File: src/rtl/collision_event_unit.sv
// ============================================================================
// collision_event_unit
// Per-frame sequential collision scanner (paddles, floor, ceiling) with an
// event FIFO drained over valid/ready.
// Optional build macro: COLLISION_EDGE_DETECT_EN (emit on contact entry only).
// Revision: 1.0 - initial release
// ============================================================================
`default_nettype none

module collision_event_unit #(
  parameter int BIT_WIDTH     = 10,
  parameter int NUM_PADDLES   = 2,
  parameter int BALL_RADIUS   = 4,
  parameter int PADDLE_RADIUS = 16,
  parameter int FLOOR_Y       = 0,
  parameter int CEILING_Y     = 479,
  parameter int EVENT_DEPTH   = 4,
  localparam int IDX_W = (NUM_PADDLES > 1) ? $clog2(NUM_PADDLES) : 1
) (
  input  logic                             clk,
  input  logic                             reset_n,
  input  logic                             sample,
  input  logic [NUM_PADDLES*BIT_WIDTH-1:0] paddleX,
  input  logic [NUM_PADDLES*BIT_WIDTH-1:0] paddleY,
  input  logic [BIT_WIDTH-1:0]             ballX,
  input  logic [BIT_WIDTH-1:0]             ballY,
  output logic                             busy,
  output logic                             eventValid,
  input  logic                             eventReady,
  output logic [1:0]                       eventType,
  output logic [IDX_W-1:0]                 eventPaddle,
  output logic                             overflow
);

  localparam int c_aw  = $clog2(EVENT_DEPTH);
  localparam int c_src = NUM_PADDLES + 2;
  localparam int c_ew  = 2 + IDX_W;
  localparam logic [BIT_WIDTH:0] c_ball_r    = (BIT_WIDTH+1)'(BALL_RADIUS);
  localparam logic [BIT_WIDTH:0] c_pad_r     = (BIT_WIDTH+1)'(PADDLE_RADIUS);
  localparam logic [BIT_WIDTH:0] c_floor_lim = (BIT_WIDTH+1)'(FLOOR_Y + BALL_RADIUS);
  localparam logic [BIT_WIDTH:0] c_ceil      = (BIT_WIDTH+1)'(CEILING_Y);

  typedef enum logic [1:0] {S_IDLE, S_PADDLE, S_FLOOR, S_CEILING} state_t;

  state_t                           r_state, w_state_nxt;
  logic [IDX_W-1:0]                 r_idx;
  logic [NUM_PADDLES*BIT_WIDTH-1:0] r_px, r_py;
  logic [BIT_WIDTH-1:0]             r_bx, r_by;
  logic [c_src-1:0]                 r_prev, w_src_sel;
  logic [BIT_WIDTH-1:0]             w_px, w_py;
  logic [BIT_WIDTH:0]               w_x_lo, w_x_hi, w_y_lo, w_y_hi, w_bx, w_by;
  logic                             w_hit_paddle, w_hit_floor, w_hit_ceil;
  logic                             w_contact, w_emit;
  logic [1:0]                       w_type;
  logic [IDX_W-1:0]                 w_pidx;
  logic [c_ew-1:0]                  r_mem [EVENT_DEPTH];
  logic [c_aw:0]                    r_wr, r_rd;
  logic                             r_overflow;
  logic                             w_empty, w_full, w_pop, w_push;
  logic [c_ew-1:0]                  w_head;

  always_comb begin
    w_px = '0;
    w_py = '0;
    for (int i = 0; i < NUM_PADDLES; i++) begin
      if (r_idx == IDX_W'(i)) begin
        w_px = r_px[i*BIT_WIDTH +: BIT_WIDTH];
        w_py = r_py[i*BIT_WIDTH +: BIT_WIDTH];
      end
    end
  end

  // Contact windows are computed one bit wider; lower bounds clamp at zero.
  assign w_bx   = {1'b0, r_bx};
  assign w_by   = {1'b0, r_by};
  assign w_x_lo = ({1'b0, w_px} >= c_ball_r) ? {1'b0, w_px} - c_ball_r : '0;
  assign w_x_hi = {1'b0, w_px} + c_ball_r;
  assign w_y_lo = ({1'b0, w_py} >= c_pad_r) ? {1'b0, w_py} - c_pad_r : '0;
  assign w_y_hi = {1'b0, w_py} + c_pad_r;
  assign w_hit_paddle = (w_bx >= w_x_lo) && (w_bx <= w_x_hi) &&
                        (w_by >= w_y_lo) && (w_by <= w_y_hi);
  assign w_hit_floor  = w_by <= c_floor_lim;
  assign w_hit_ceil   = (w_by + c_ball_r) >= c_ceil;

  always_comb begin
    w_state_nxt = r_state;
    w_src_sel   = '0;
    w_contact   = 1'b0;
    w_type      = 2'd0;
    w_pidx      = '0;
    case (r_state)
      S_IDLE: if (sample) w_state_nxt = S_PADDLE;
      S_PADDLE: begin
        w_contact = w_hit_paddle;
        w_pidx    = r_idx;
        w_src_sel = c_src'(1) << r_idx;
        if (r_idx == IDX_W'(NUM_PADDLES - 1)) w_state_nxt = S_FLOOR;
      end
      S_FLOOR: begin
        w_contact   = w_hit_floor;
        w_type      = 2'd1;
        w_src_sel   = {2'b01, {NUM_PADDLES{1'b0}}};
        w_state_nxt = S_CEILING;
      end
      S_CEILING: begin
        w_contact   = w_hit_ceil;
        w_type      = 2'd2;
        w_src_sel   = {2'b10, {NUM_PADDLES{1'b0}}};
        w_state_nxt = S_IDLE;
      end
      default: w_state_nxt = S_IDLE;
    endcase
  end

`ifdef COLLISION_EDGE_DETECT_EN
  assign w_emit = w_contact && !(|(r_prev & w_src_sel));
`else
  assign w_emit = w_contact;
`endif

  always_ff @(posedge clk or negedge reset_n) begin
    if (!reset_n) begin
      r_state <= S_IDLE;
      r_idx   <= '0;
      r_px    <= '0;
      r_py    <= '0;
      r_bx    <= '0;
      r_by    <= '0;
      r_prev  <= '0;
    end else begin
      r_state <= w_state_nxt;
      r_prev  <= (r_prev & ~w_src_sel) | (w_src_sel & {c_src{w_contact}});
      if (r_state == S_IDLE && sample) begin
        r_idx <= '0;
        r_px  <= paddleX;
        r_py  <= paddleY;
        r_bx  <= ballX;
        r_by  <= ballY;
      end else if (r_state == S_PADDLE && r_idx != IDX_W'(NUM_PADDLES - 1)) begin
        r_idx <= r_idx + 1'b1;
      end
    end
  end

  // Event FIFO: a full FIFO still accepts a push when the head pops that cycle.
  assign w_empty = (r_wr == r_rd);
  assign w_full  = (r_wr[c_aw] != r_rd[c_aw]) && (r_wr[c_aw-1:0] == r_rd[c_aw-1:0]);
  assign w_pop   = !w_empty && eventReady;
  assign w_push  = w_emit && (!w_full || w_pop);

  always_ff @(posedge clk) begin
    if (w_push) r_mem[r_wr[c_aw-1:0]] <= {w_type, w_pidx};
  end

  always_ff @(posedge clk or negedge reset_n) begin
    if (!reset_n) begin
      r_wr       <= '0;
      r_rd       <= '0;
      r_overflow <= 1'b0;
    end else begin
      if (w_push) r_wr <= r_wr + 1'b1;
      if (w_pop)  r_rd <= r_rd + 1'b1;
      if (w_emit && !w_push) r_overflow <= 1'b1;
    end
  end

  assign w_head      = r_mem[r_rd[c_aw-1:0]];
  assign busy        = (r_state != S_IDLE);
  assign eventValid  = !w_empty;
  assign eventType   = eventValid ? w_head[c_ew-1 -: 2] : 2'd0;
  assign eventPaddle = eventValid ? w_head[IDX_W-1:0] : '0;
  assign overflow    = r_overflow;

endmodule

`default_nettype wire

File: config.mk
export PLATFORM = sky130hd
export DESIGN_NAME = collision_event_unit
export DESIGN_NICKNAME = d
export VERILOG_FILES = /design/src/rtl/collision_event_unit.sv
export SDC_FILE = /design/constraint.sdc
export NUM_CORES = 1
export LEC_CHECK = 0
export BUFFER_PORTS_ARGS = -buffer_cell sky130_fd_sc_hd__buf_2
export CORE_AREA = 2 2 97 99
export CTS_CLUSTER_SIZE = 8
export DETAILED_ROUTE_END_ITERATION = 6
export DIE_AREA = 0 0 99 101
export GPL_TIMING_DRIVEN = 1
export PLACE_DENSITY_LB_ADDON = 0.15
export SLEW_MARGIN = 40
export SYNTH_ARGS = -nofsm -noshare
export SYNTH_HDL_FRONTEND = slang
export SYNTH_SLANG_ARGS = --single-unit
File: constraint.sdc
create_clock -name clk -period 12.4 [get_ports clk]
set_input_delay 1.24 -clock clk [delete_from_list [all_inputs] [get_ports clk]]
set_output_delay 1.24 -clock clk [all_outputs]
set_load 0.03 [all_outputs]
======== After elaboration in Yosys (flattened, before gate mapping) ========
Memory sizes are Yosys's and may differ from the RTL's.
Cells that the tools add are included.
storage, ports and cells
  bits in registers ....................... 70
  bits in writable memories ............... 12
  input bits .............................. 64
  output and inout port bits .............. 6
  word-level logic and storage cells ...... 68
  memories kept ........................... 1
memories
  name   depth  bits a word  rd ports  clocked after memory_dff  write ports  RTL line  source
  r_mem  4      3            1         0                         1            56        logic [c_ew-1:0] r_mem [EVENT_DEPTH];
cells by class
  $add $sub $neg .......................... 8
  order comparisons ....................... 8
  eq/ne operators ......................... 8
  multiplexer cells ....................... 16
  bitwise logic cells ..................... 1
  reductions and logical operators ........ 17
operators with widths
  operator               number
  $add 10x3->11 const B  2
  $ge 10x11->1           2
  $le 10x11->1           2
  $mux 11                2
  $mux 10                2
  $add 10x5->11 const B  1
  $ge 11x9->1 const B    1
  $sub 10x3->11 const B  1
  $sub 10x5->11 const B  1
  $ge 10x3->1 const B    1
  $ge 10x5->1 const B    1
  $le 10x3->1 const B    1
  $logic_and 1x1->1      9
  $pmux 2 s4             1
  $add 3x1->3 const B    2
  $mux 1                 6
  $mux 2                 3
  $eq 2x2->1 const B     2
  $ne 2x2->1 const B     2
  $pmux 2 s2             1
  $reduce_bool 2->1      2
  $eq 3x3->1             1
  $logic_not 1->1        3
  $pmux 1 s3             1
  8 further kinds        8

======== Depth between registers and ports, before layout ========
Gate-level depths: netlist (run 1).
  depth in word-level cells ............... 11
  mapped depth ............................ 17
  mapped depth without buffers ............ 16

======== Worst setup path after synthesis (run 1) ========
Ideal clock, no wire load.
  path kind ............................... register to register
  from .................................... register r_idx
  to ...................................... memory r_mem[0][0] (netlist bit) (enable)
  setup time .............................. 253 ps
  arrival ................................. 3730 ps
  data required time ...................... 12147 ps
  setup slack ............................. 8417 ps
  cell stages (with the launch flop) ...... 17
  path buffers ............................ 1
  clock period less this slack ............ 3983 ps
  cells stage by stage .................... dfrtp_1 buf_6 mux2i_4 inv_1 ha_1 nor2b_1 a31oi_1 nand3_1 and2_1 ha_1 nand2b_1 a211oi_1 o31ai_1 a2111oi_0 nor4_1 a21oi_1 and3b_1
on the way
  cells in the longest elaborated chain, start to end .. 11
  elaborated cells on any way between the ends .. 21
  classes of those cells .................. add/sub: 4; order compare: 6; mux: 7; reduce/logical: 4
RTL lines
  item                                          RTL line  source
  start: declaration                            46        logic [IDX_W-1:0] r_idx;
  start signal: assignment                      140       r_idx <= r_idx + 1'b1;
  $mux 10                                       66        if (r_idx == IDX_W'(i)) begin
  $sub 10x3->11 or $ge 10x3->1 (tied branches)  76        assign w_x_lo = ({1'b0, w_px} >= c_ball_r) ? {1'b0, w_px} - c_ball_r : '0;
  $mux 11                                       76
  $ge 10x11->1                                  80        assign w_hit_paddle = (w_bx >= w_x_lo) && (w_bx <= w_x_hi) &&
  $logic_and 1x1->1 (2 in series)               80
  $logic_and 1x1->1 *                           81        (w_by >= w_y_lo) && (w_by <= w_y_hi);
  $pmux 1 s3 *                                  91        case (r_state)
  $logic_and 1x1->1 *                           149       assign w_push = w_emit && (!w_full || w_pop);
  $mux 1 *                                      152       if (w_push) r_mem[r_wr[c_aw-1:0]] <= {w_type, w_pidx};
  $mux 1 (not written as such) *                152
  end: declaration                              56
Every way passes the cells marked *; elsewhere a longest branch is shown, timed or not.

======== Final worst setup path (run 1) ========
  from .................................... register r_idx
  to ...................................... memory r_mem[1][0] (netlist bit) (enable)
The elaborated chain is that of the path after synthesis.

==> results.toml, run 1 <==
[critical_path]
rr_startpoint = "r_idx"
crit_fanout = 51
r2r_slack_ps = 7540
crit_required_ps = 12520
cp-start-kind = "flip-flop"
reg2reg_to = "r_mem[1][0]"
cp-end-kind = "flip-flop"
arrival_ps = 4990
crit_path_start = "r_idx"
worstRegToRegCells = 16
critPathKind = "flip-flop to flip-flop"

[place]
dpl.hpwl_mm = 8.589
dpl-instance-area_mm2 = 0.005904
routabilityCongestion = 0.9128
port_buffers = 69

[clocking]
cts_root_buf = "clkbuf_8"
numCtsBuffers = 9
clk_path_buf_depth = 2
clk_latency_ps = 370
post-cts-setup-buffer-count = 0
cts_hold_buf = 0
htree_levels = 3
cts-resized-gates = 0
cts.sink_count = 82
tritoncts = "yes"
clk_pin_slew_ps = 90

[power_and_ir_drop]
power_density_mw_per_mm2 = 307.9
p_switching_uw = 848.7
comb_power_share = 0.576
vdd_drop_max_v = 0.0001310
power_switching_share = 0.4497
pwr-share-seq = 0.311
total_leakage_power_uw = 0.002765
intPower_uw = 1038
pwr-share-clk = 0.113

[floorplan]
num_rows = 35
ios = 70
initial_utilization = 0.6082
die_h_um = 101
core_area_mm2 = 0.008977
die_area_mm2 = 0.009999
fp.dieW_um = 99

[synthesis]
synth_cell_types = 61
synth_flop_cell = "dfrtp_1"
synth-seq-area-share = 0.3868
ys_ff_latch = 82
synth.cell_area_mm2 = 0.005460
synth_top_cell_by_area = "dfrtp_1"
syn-num-nets = 616
synth_top_area_frac = 0.3208
synth-async-reset-ratio = 0.8537
synth_area_leaders = "dfrtp_1 (32%), ha_1 (14%), mux2_2 (14%)"
yosysWarnings = 0
synth_area_per_cell_um2 = 11.12
synth.most_common_cell = "dfrtp_1"
synth_edf_count = 12
synthTopCellsByCount = "dfrtp_1 (70), mux2_2 (67), ha_1 (61), nand2_1 (27), inv_1 (23)"
syn_inst = 491

[final_layout]
stdcell_area_mm2 = 0.006130
num-nets-final = 685
synthToLayoutAreaGrowth_pct = 12.26
drive_above_1_share = 0.3062
diodes = 0
num-fill-cells = 690

[min_path]
hp-start = "r_wr[2]"
whs_endpoint = "r_wr[2]"
hold_class = "flip-flop to flip-flop"
hold_depth = 1

[sta]
rsz0062_at_grt = "no"
setup-violations-final = 0
min_period_over_period = 0.3923
tightest_slew_ps = 668.4
slew_viol_final = 0
hold_viol = 0
period_needed_ps = 4865
max_freq_ghz = 0.2056
setup-tns-final_ps = 0
fin_skew_ps = 10.06
relSlewSlack = 0.5506

[flow_run]
drv_cap = 0

[grt]
grtUsageTotal = 0.2424
grt_pass1_wl_mm = 19.33
grt_pass1_vias = 4048
antenna_found_initial = 0
overflow = 0
grt_max_degree = 71

[drt]
vias = 3981
drc = 0
ant_nets = 0
post_drt_wl_per_cell_um = 16.75
drt-total-wl_mm = 11.33
via_per_inst = 5.889
drt_iter0_drc = 86
first_pass_iters = 4

[status]
status = "finished clean"
## through the flow
stage	utilization	setup WS, ps	cells	total power (uW)	hold WS, ps
finish	0.6828	7535	676	1887	487.5
global route	0.6828	7146	676	2065	515.6
CTS	0.6820	7548	676	1895	494.2
detailed placement	0.6577	7580	660	1670	478.0
global placement	0.6570	7449	660	1612	478.6
floorplan	-	8417	491	1403	461.9
## routing by layer
layer	share of wire	track usage	routed length, um
met5	0	0	0
met2	0.47	0.3929	5279
met4	0.017	0.06322	197
met3	0.044	0.05479	503
met1	0.47	0.3317	5346
## worst max-delay path by stage
stage	to	slack, ps	cells after the start
floorplan	r_mem[0][0]	8420	16
global placement	r_mem[1][0]	7450	16
detailed placement	r_mem[0][1]	7580	16
CTS	r_mem[0][0]	7550	16
global route	r_mem[2][1]	7150	16
finish	r_mem[1][0]	7540	16
## kinds of logic after synthesis
kind of cell | after synthesis | synth area share
xor+xnor | 25 | 0.04010
flops | 82 | 0.3868
fa+ha+maj | 61 | 0.1398
simple gates | 124 | 0.1219
mux | 86 | 0.1874
buf+inv | 36 | 0.02773
compound gates | 77 | 0.09624
## area by class of cell
type                            count  area [um2]  area share
Clock buffer                       10       148.9     0.02429
Sequential cell                    82        2116      0.3452
Tap cell                          111       138.9     0.02266
Inverter                           23       86.33     0.01408
Multi-Input combinational cell    373        3207      0.5232
Timing Repair Buffer               71       364.1     0.05940
Clock inverter                      6       68.82     0.01123
## registers in the layout, summed over array words and instances, names as in the netlist
name,flops
r_bx,10
overflow,1
r_idx,1
r_px,20
r_by,10
r_py,20
r_wr,3
r_state,2
r_rd,3
r_mem,12
## cell usage in the layout (no fill, tap or decap), types with 7 or more instances in the layout
master	count
nand2_1	26
mux2i_1	12
nor2_1	18
nand2b_1	7
buf_2	69
nor3_1	13
o21ai_0	11
mux2_2	67
edfxtp_1	12
nand3_1	18
dfrtp_1	69
a211oi_1	7
ha_1	61
and2_1	7
inv_1	23
xnor2_1	19
clkbuf_8	9
a21oi_1	18
## power groups by stage
stage | Sequential, uW | Clock [uW] | Combinational, uW
2_1_floorplan | 508 | 0 | 894
3_3_place_gp | 580 | 0 | 1030
3_5_place_dp | 590 | 0 | 1080
4_1_cts | 585 | 218 | 1090
5_1_grt | 610 | 230 | 1230
6_report | 587 | 214 | 1090
## worst max-delay path: stages (launching register included)
cell       delay [ps]
dfrtp_4           850
mux2i_4           430
inv_1             130
ha_1              210
nand4bb_1         100
nor3_1             80
a31oi_1           250
nand3_1           290
and2_1            230
ha_1              250
nand2b_1          140
a211oi_1          240
o31ai_1           110
a2111oi_0         570
nor4_1            160
a21oi_1           330
and3b_1           260
No activity file was read; power rests on OpenSTA's default activity.
==> inputs of run 2 (changes only) <==
--- a/config.mk
+++ b/config.mk
@@ -5,11 +5,12 @@
 export SDC_FILE = /design/constraint.sdc
 export NUM_CORES = 1
 export LEC_CHECK = 0
+export ABC_AREA = 1
 export BUFFER_PORTS_ARGS = -buffer_cell sky130_fd_sc_hd__buf_2
-export CORE_AREA = 2 2 97 99
+export CORE_AREA = 2 2 100 102
 export CTS_CLUSTER_SIZE = 8
 export DETAILED_ROUTE_END_ITERATION = 6
-export DIE_AREA = 0 0 99 101
+export DIE_AREA = 0 0 102 104
 export GPL_TIMING_DRIVEN = 1
 export PLACE_DENSITY_LB_ADDON = 0.15
 export SLEW_MARGIN = 40
==> constraint.sdc (replaced) <==
create_clock -name clk -period 5.1 [get_ports clk]
set_input_delay 0.51 -clock clk [delete_from_list [all_inputs] [get_ports clk]]
set_output_delay 0.51 -clock clk [all_outputs]
set_load 0.03 [all_outputs]
==> run 2 against run 1 <==
Net effect: die area rose by 6.1%; synthesized cell count rose by 46%; first-iteration DRC count rose to 2.7 times the previous value; flip-flop and latch count did not move; cell area barely moved; utilization fell by 4.0 points; critical path type unchanged; highest routed layer unchanged.
==> results.toml, run 2 <==
[synthesis]
syn-num-nets = 843
synth-seq-area-share = 0.3846
synth_top_cell_by_area = "dfrtp_1"
synth_area_per_cell_um2 = 7.648
yosysWarnings = 0
synth.cell_area_mm2 = 0.005492
synth_edf_count = 12
synth_cell_types = 36
synthTopCellsByCount = "nand2_1 (263), inv_1 (91), dfrtp_1 (70), ha_1 (61), o21ai_0 (47)"
synth.most_common_cell = "nand2_1"
synth_area_leaders = "dfrtp_1 (32%), nand2_1 (18%), ha_1 (14%)"
ys_ff_latch = 82
synth_flop_cell = "dfrtp_1"
synth_top_area_frac = 0.3190
synth-async-reset-ratio = 0.8537
syn_inst = 718

[sta]
min_period_over_period = 0.7542
fin_skew_ps = 14.78
max_freq_ghz = 0.2600
hold_viol = 0
rsz0062_at_grt = "no"
whs_ps = 216.8
setup-tns-final_ps = 0
tightest_slew_ps = 663.9
period_needed_ps = 3847
relSlewSlack = 0.5574
setup-violations-final = 0
slew_viol_final = 0

[clocking]
cts_hold_buf = 0
clk_pin_slew_ps = 90
cts-resized-gates = 0
cts.sink_count = 82
post-cts-setup-buffer-count = 0
tritoncts = "yes"
clk_path_buf_depth = 2
cts_root_buf = "clkbuf_8"
numCtsBuffers = 9
htree_levels = 3
clk_latency_ps = 380

[status]
status = "finished clean"

[place]
port_buffers = 69
dpl-instance-area_mm2 = 0.005941
routabilityCongestion = 0.8930
dpl.hpwl_mm = 9.169

[floorplan]
die_h_um = 104
initial_utilization = 0.5751
core_area_mm2 = 0.009549
die_area_mm2 = 0.01061
fp.dieW_um = 102
num_rows = 36
ios = 70

[final_layout]
num-nets-final = 908
layout_commonest_cell = "nand2_1"
num-fill-cells = 845
stdcell_area_mm2 = 0.006135
drive_above_1_share = 0.1449
mostFrequentLayoutCells = "nand2_1 (262), inv_1 (90), dfrtp_1 (70)"
diodes = 0
utilization = 0.6424
synthToLayoutAreaGrowth_pct = 11.71

[critical_path]
crit_required_ps = 5170
arrival_ps = 3920
crit_fanout = 29
cp-end-kind = "flip-flop"
cp-start-kind = "flip-flop"
critPathKind = "flip-flop to flip-flop"

[drt]
ant_nets = 0
via_per_inst = 5.115
post_drt_wl_per_cell_um = 13.30
vias = 4706
first_pass_iters = 5
drt_iter0_drc = 231
drt-total-wl_mm = 12.23
drc = 0

[grt]
grt_pass1_vias = 4701
overflow = 0
grt_pass1_wl_mm = 21.31
grtUsageTotal = 0.2498
antenna_found_initial = 0
grt_max_degree = 71

[power_and_ir_drop]
p_switching_uw = 2285
total_leakage_power_uw = 0.003302
pwr-share-clk = 0.110
power_density_mw_per_mm2 = 733.6
power.total_uw = 4500
power_switching_share = 0.5078
vdd_drop_max_v = 0.0002836
comb_power_share = 0.632
intPower_uw = 2215
pwr-share-seq = 0.258

[flow_run]
drv_cap = 0

[min_path]
hold_class = "input port to async pin"
[run 2: cell count changes after synthesis, sizes merged, moves of 15 or more]
| cell | delta |
|---|---|
| nand2 | +243 |
| inv | +68 |
| mux2 | -67 |
| o21ai | +38 |
| nor2 | +24 |
| mux2i | -16 |
| xnor2 | -15 |
[run 2: worst max-delay path, cell delays in order (launching register included)]
cell and delay, ps:
dfrtp_1 330, buf_4 300, inv_1 330, nand2_1 150, nand2_1 130, inv_1 110, ha_1 150, nand3_1 70
nor2_1 120, nand2_1 110, nand2_4 140, nand3_1 100, ha_1 300, nand2_1 80, nor2_1 200, nand2_1 80
nand2_1 50, nand2_1 40, nand3_1 60, nand2_1 60, nand2_1 60, nand2_1 40, inv_1 60, nand3_2 90
nand2_4 100, nand3_4 120, nor2_2 170
[run 2: per-layer routing]
layer,part of all wire,track usage
met1,0.47,0.3409
met2,0.46,0.3999
met3,0.053,0.04099
met4,0.020,0.08857
met5,0,0
[run 2: final timing paths]
| check | cells past startpoint | slack (ps) | from | end |
|---|---|---|---|---|
| min | 2 | 220 | reset_n | r_by[2] |
| min reg2reg | 2 | 480 | r_px[0] | r_px[0] |
| max reg2reg | 26 | 1250 | r_idx | r_mem[0][1] |
| max in group asynchronous | 2 | 4410 | reset_n | r_px[3] |
| min in group clk | 3 | 320 | ballX[9] | r_bx[9] |
| max | 26 | 1250 | r_idx | r_mem[0][1] |
[run 2: final cells by class]
| class | count | area, um2 | share of cell area |
|---|---|---|---|
| Clock buffer | 11 | 141.4 | 0.02305 |
| Multi-Input combinational cell | 527 | 2949 | 0.4807 |
| Inverter | 91 | 341.6 | 0.05568 |
| Tap cell | 133 | 166.4 | 0.02713 |
| Clock inverter | 4 | 52.55 | 0.008566 |
| Timing Repair Buffer | 72 | 371.6 | 0.06058 |
| Sequential cell | 82 | 2112 | 0.3443 |
[run 2: power by group through the flow]
stage	combinational (uW)	clock, uW	sequential (uW)
3_5_place_dp	2810	0	1170
2_1_floorplan	2200	0	1110
3_3_place_gp	2680	0	1170
5_1_grt	3300	537	1200
4_1_cts	2840	503	1160
6_report	2840	494	1160
[run 2: kinds of logic after synthesis]
family	synth area share
adder cells (fa/ha/maj)	0.1390
buffers and inverters	0.07883
flip-flops	0.3846
XOR/XNOR	0.02871
AND/OR/NAND/NOR	0.2832
AO/OA/AOI/OAI	0.08567
[run 2: metrics by stage]
| step | worst slack (ps) | cells |
|---|---|---|
| 2_1_floorplan | 1965 | 718 |
| 3_5_place_dp | 1268 | 905 |
| 3_3_place_gp | 1448 | 905 |
| 6_report | 1253 | 920 |
| 4_1_cts | 1224 | 920 |
| 5_1_grt | 780.8 | 920 |
==> inputs of run 3 (changes only) <==
==> constraint.sdc (replaced) <==
create_clock -name clk -period 3.75 [get_ports clk]
set_input_delay 0.375 -clock clk [delete_from_list [all_inputs] [get_ports clk]]
set_output_delay 0.375 -clock clk [all_outputs]
set_load 0.03 [all_outputs]
==> run 3 against run 2 <==
Net effect: utilization rose by 0.92 points; count of clock-buffer cells in the layout stayed put; fmax increased by 10%; worst hold slack got worse by 17 ps; clock power rose by 42%; critical endpoint is now r_mem[0][0]; clock skew shrank 5.0 ps; cell area grew 1.4%; die area stayed put; register-to-register slack worse by 1000 ps.
==> results.toml, run 3 (synthesized netlist as in run 2, its figures left out) <==
[place]
place_inst = 908
dpl.hpwl_mm = 9.288
port_buffers = 69
dpl-instance-area_mm2 = 0.005969
routabilityCongestion = 0.9235

[critical_path]
arrival_ps = 3550
r2r_slack_ps = 260
critPathKind = "flip-flop to flip-flop"
crit_fanout = 26
crit_required_ps = 3810
crit_end = "r_mem[0][0]"
cp-start-kind = "flip-flop"
cp-end-kind = "flip-flop"
crit_path_start = "r_idx"
reg2reg_to = "r_mem[0][0]"
worstRegToRegCells = 23
rr_startpoint = "r_idx"

[final_layout]
layout_commonest_cell = "nand2_1"
drive_above_1_share = 0.1547
diodes = 0
utilization = 0.6516
final_cells = 928
num-nets-final = 915
mostFrequentLayoutCells = "nand2_1 (263), inv_1 (88), buf_2 (69), dfrtp_1 (69), ha_1 (61)"
num-fill-cells = 870
synthToLayoutAreaGrowth_pct = 13.31
stdcell_area_mm2 = 0.006222

[clocking]
clk_pin_slew_ps = 90
htree_levels = 3
numCtsBuffers = 9
clk_latency_ps = 360
cts_root_buf = "clkbuf_8"
cts.sink_count = 82
clk_path_buf_depth = 2
tritoncts = "yes"

[sta]
tightest_slew_ps = 455.4
rsz0062_at_grt = "yes"
min_period_over_period = 0.9312
slew_viol_final = 0
period_needed_ps = 3492
whs_ps = 200.2
hold_viol = 0
max_freq_ghz = 0.2864
setup-violations-final = 0
relSlewSlack = 0.6960
setup-tns-final_ps = 0
fin_skew_ps = 9.789

[min_path]
hold_class = "input port to flip-flop"
hold_depth = 3

[grt]
grt_pass1_vias = 4623
grt_pass1_wl_mm = 20.79
grt_max_degree = 37
grtUsageTotal = 0.2436
antenna_found_initial = 0
overflow = 0

[drt]
drt_iter0_drc = 212
post_drt_wl_per_cell_um = 13.21
vias = 4727
ant_nets = 0
first_pass_iters = 6
drt-total-wl_mm = 12.26
drc = 0
via_per_inst = 5.094

[power_and_ir_drop]
total_leakage_power_uw = 0.003335
pwr-share-clk = 0.113
p_switching_uw = 3131
vdd_drop_max_v = 0.0004800
power_density_mw_per_mm2 = 997.1
comb_power_share = 0.630
pwr-share-seq = 0.258
intPower_uw = 3073
power_switching_share = 0.5047

[floorplan]
die_area_mm2 = 0.01061
die_h_um = 104
ios = 70
num_rows = 36
initial_utilization = 0.5751
core_area_mm2 = 0.009549
fp.dieW_um = 102

[flow_run]
drv_cap = 0

[status]
status = "finished clean"
[run 3: metrics by stage]
stage               setup slack (ps)  total power, uW
floorplan                      615.1             4499
global placement               331.7             5270
detailed placement             228.7             5420
CTS                            177.2             6153
global route                  -45.21             6908
finish                         258.2             6204
[run 3: final cells by class]
class	instances	area, um2	area share
Multi-Input combinational cell	527	2952	0.4744
Sequential cell	82	2113	0.3396
Timing Repair Buffer	79	432.9	0.06958
Inverter	91	345.3	0.05550
Tap cell	133	166.4	0.02674
Clock buffer	11	152.6	0.02453
Clock inverter	5	60.06	0.009652
[run 3: routing by layer]
layer,track usage,wire (um)
met2,0.3929,5663
met4,0.07238,204
met1,0.3370,5920
met3,0.03898,474
met5,0,0
[run 3: what timing repair did]
item / 4_1_cts / 5_1_grt
hold buffers: 1 / 0
hold endpoints to repair: 15 / 0
buffers inserted: 0 / 3
endpoints found under the setup margin: 0 / 12
gates resized for setup: 0 / 5
[run 3: critical path: stages, from the launching register on]
cell and delay [ps]:
dfrtp_2 460, buf_12 180, nand2_1 90, o21ai_2 120, inv_2 140, ha_1 200, nand2_1 60, nor2_1 230
nand3_1 130, xor2_1 160, ha_1 290, nand2_1 60, inv_1 40, nand2_1 50, nor2_1 50, nand2_1 60
nand3_1 60, a21oi_1 140, nor2_1 60, nor2_2 110, nand3_2 90, nand2_4 100, nand3_4 130, nor2_2 180
[run 3: worst min-delay path by stage]
stage	endpoint	slack (ps)	startpoint
2_1_floorplan	overflow	80	reset_n
3_3_place_gp	r_py[1]	310	reset_n
3_5_place_dp	r_py[11]	320	reset_n
4_1_cts	r_px[16]	190	paddleX[16]
5_1_grt	r_bx[2]	190	ballX[2]
6_report	r_px[17]	200	paddleX[17]
[run 3: power by group through the flow]
| stage | sequential (uW) | combinational, uW | clock [uW] |
|---|---|---|---|
| 4_1_cts | 1590 | 3850 | 709 |
| 3_5_place_dp | 1610 | 3810 | 0 |
| 6_report | 1600 | 3910 | 700 |
| 2_1_floorplan | 1510 | 2990 | 0 |
| 3_3_place_gp | 1590 | 3680 | 0 |
| 5_1_grt | 1650 | 4510 | 752 |
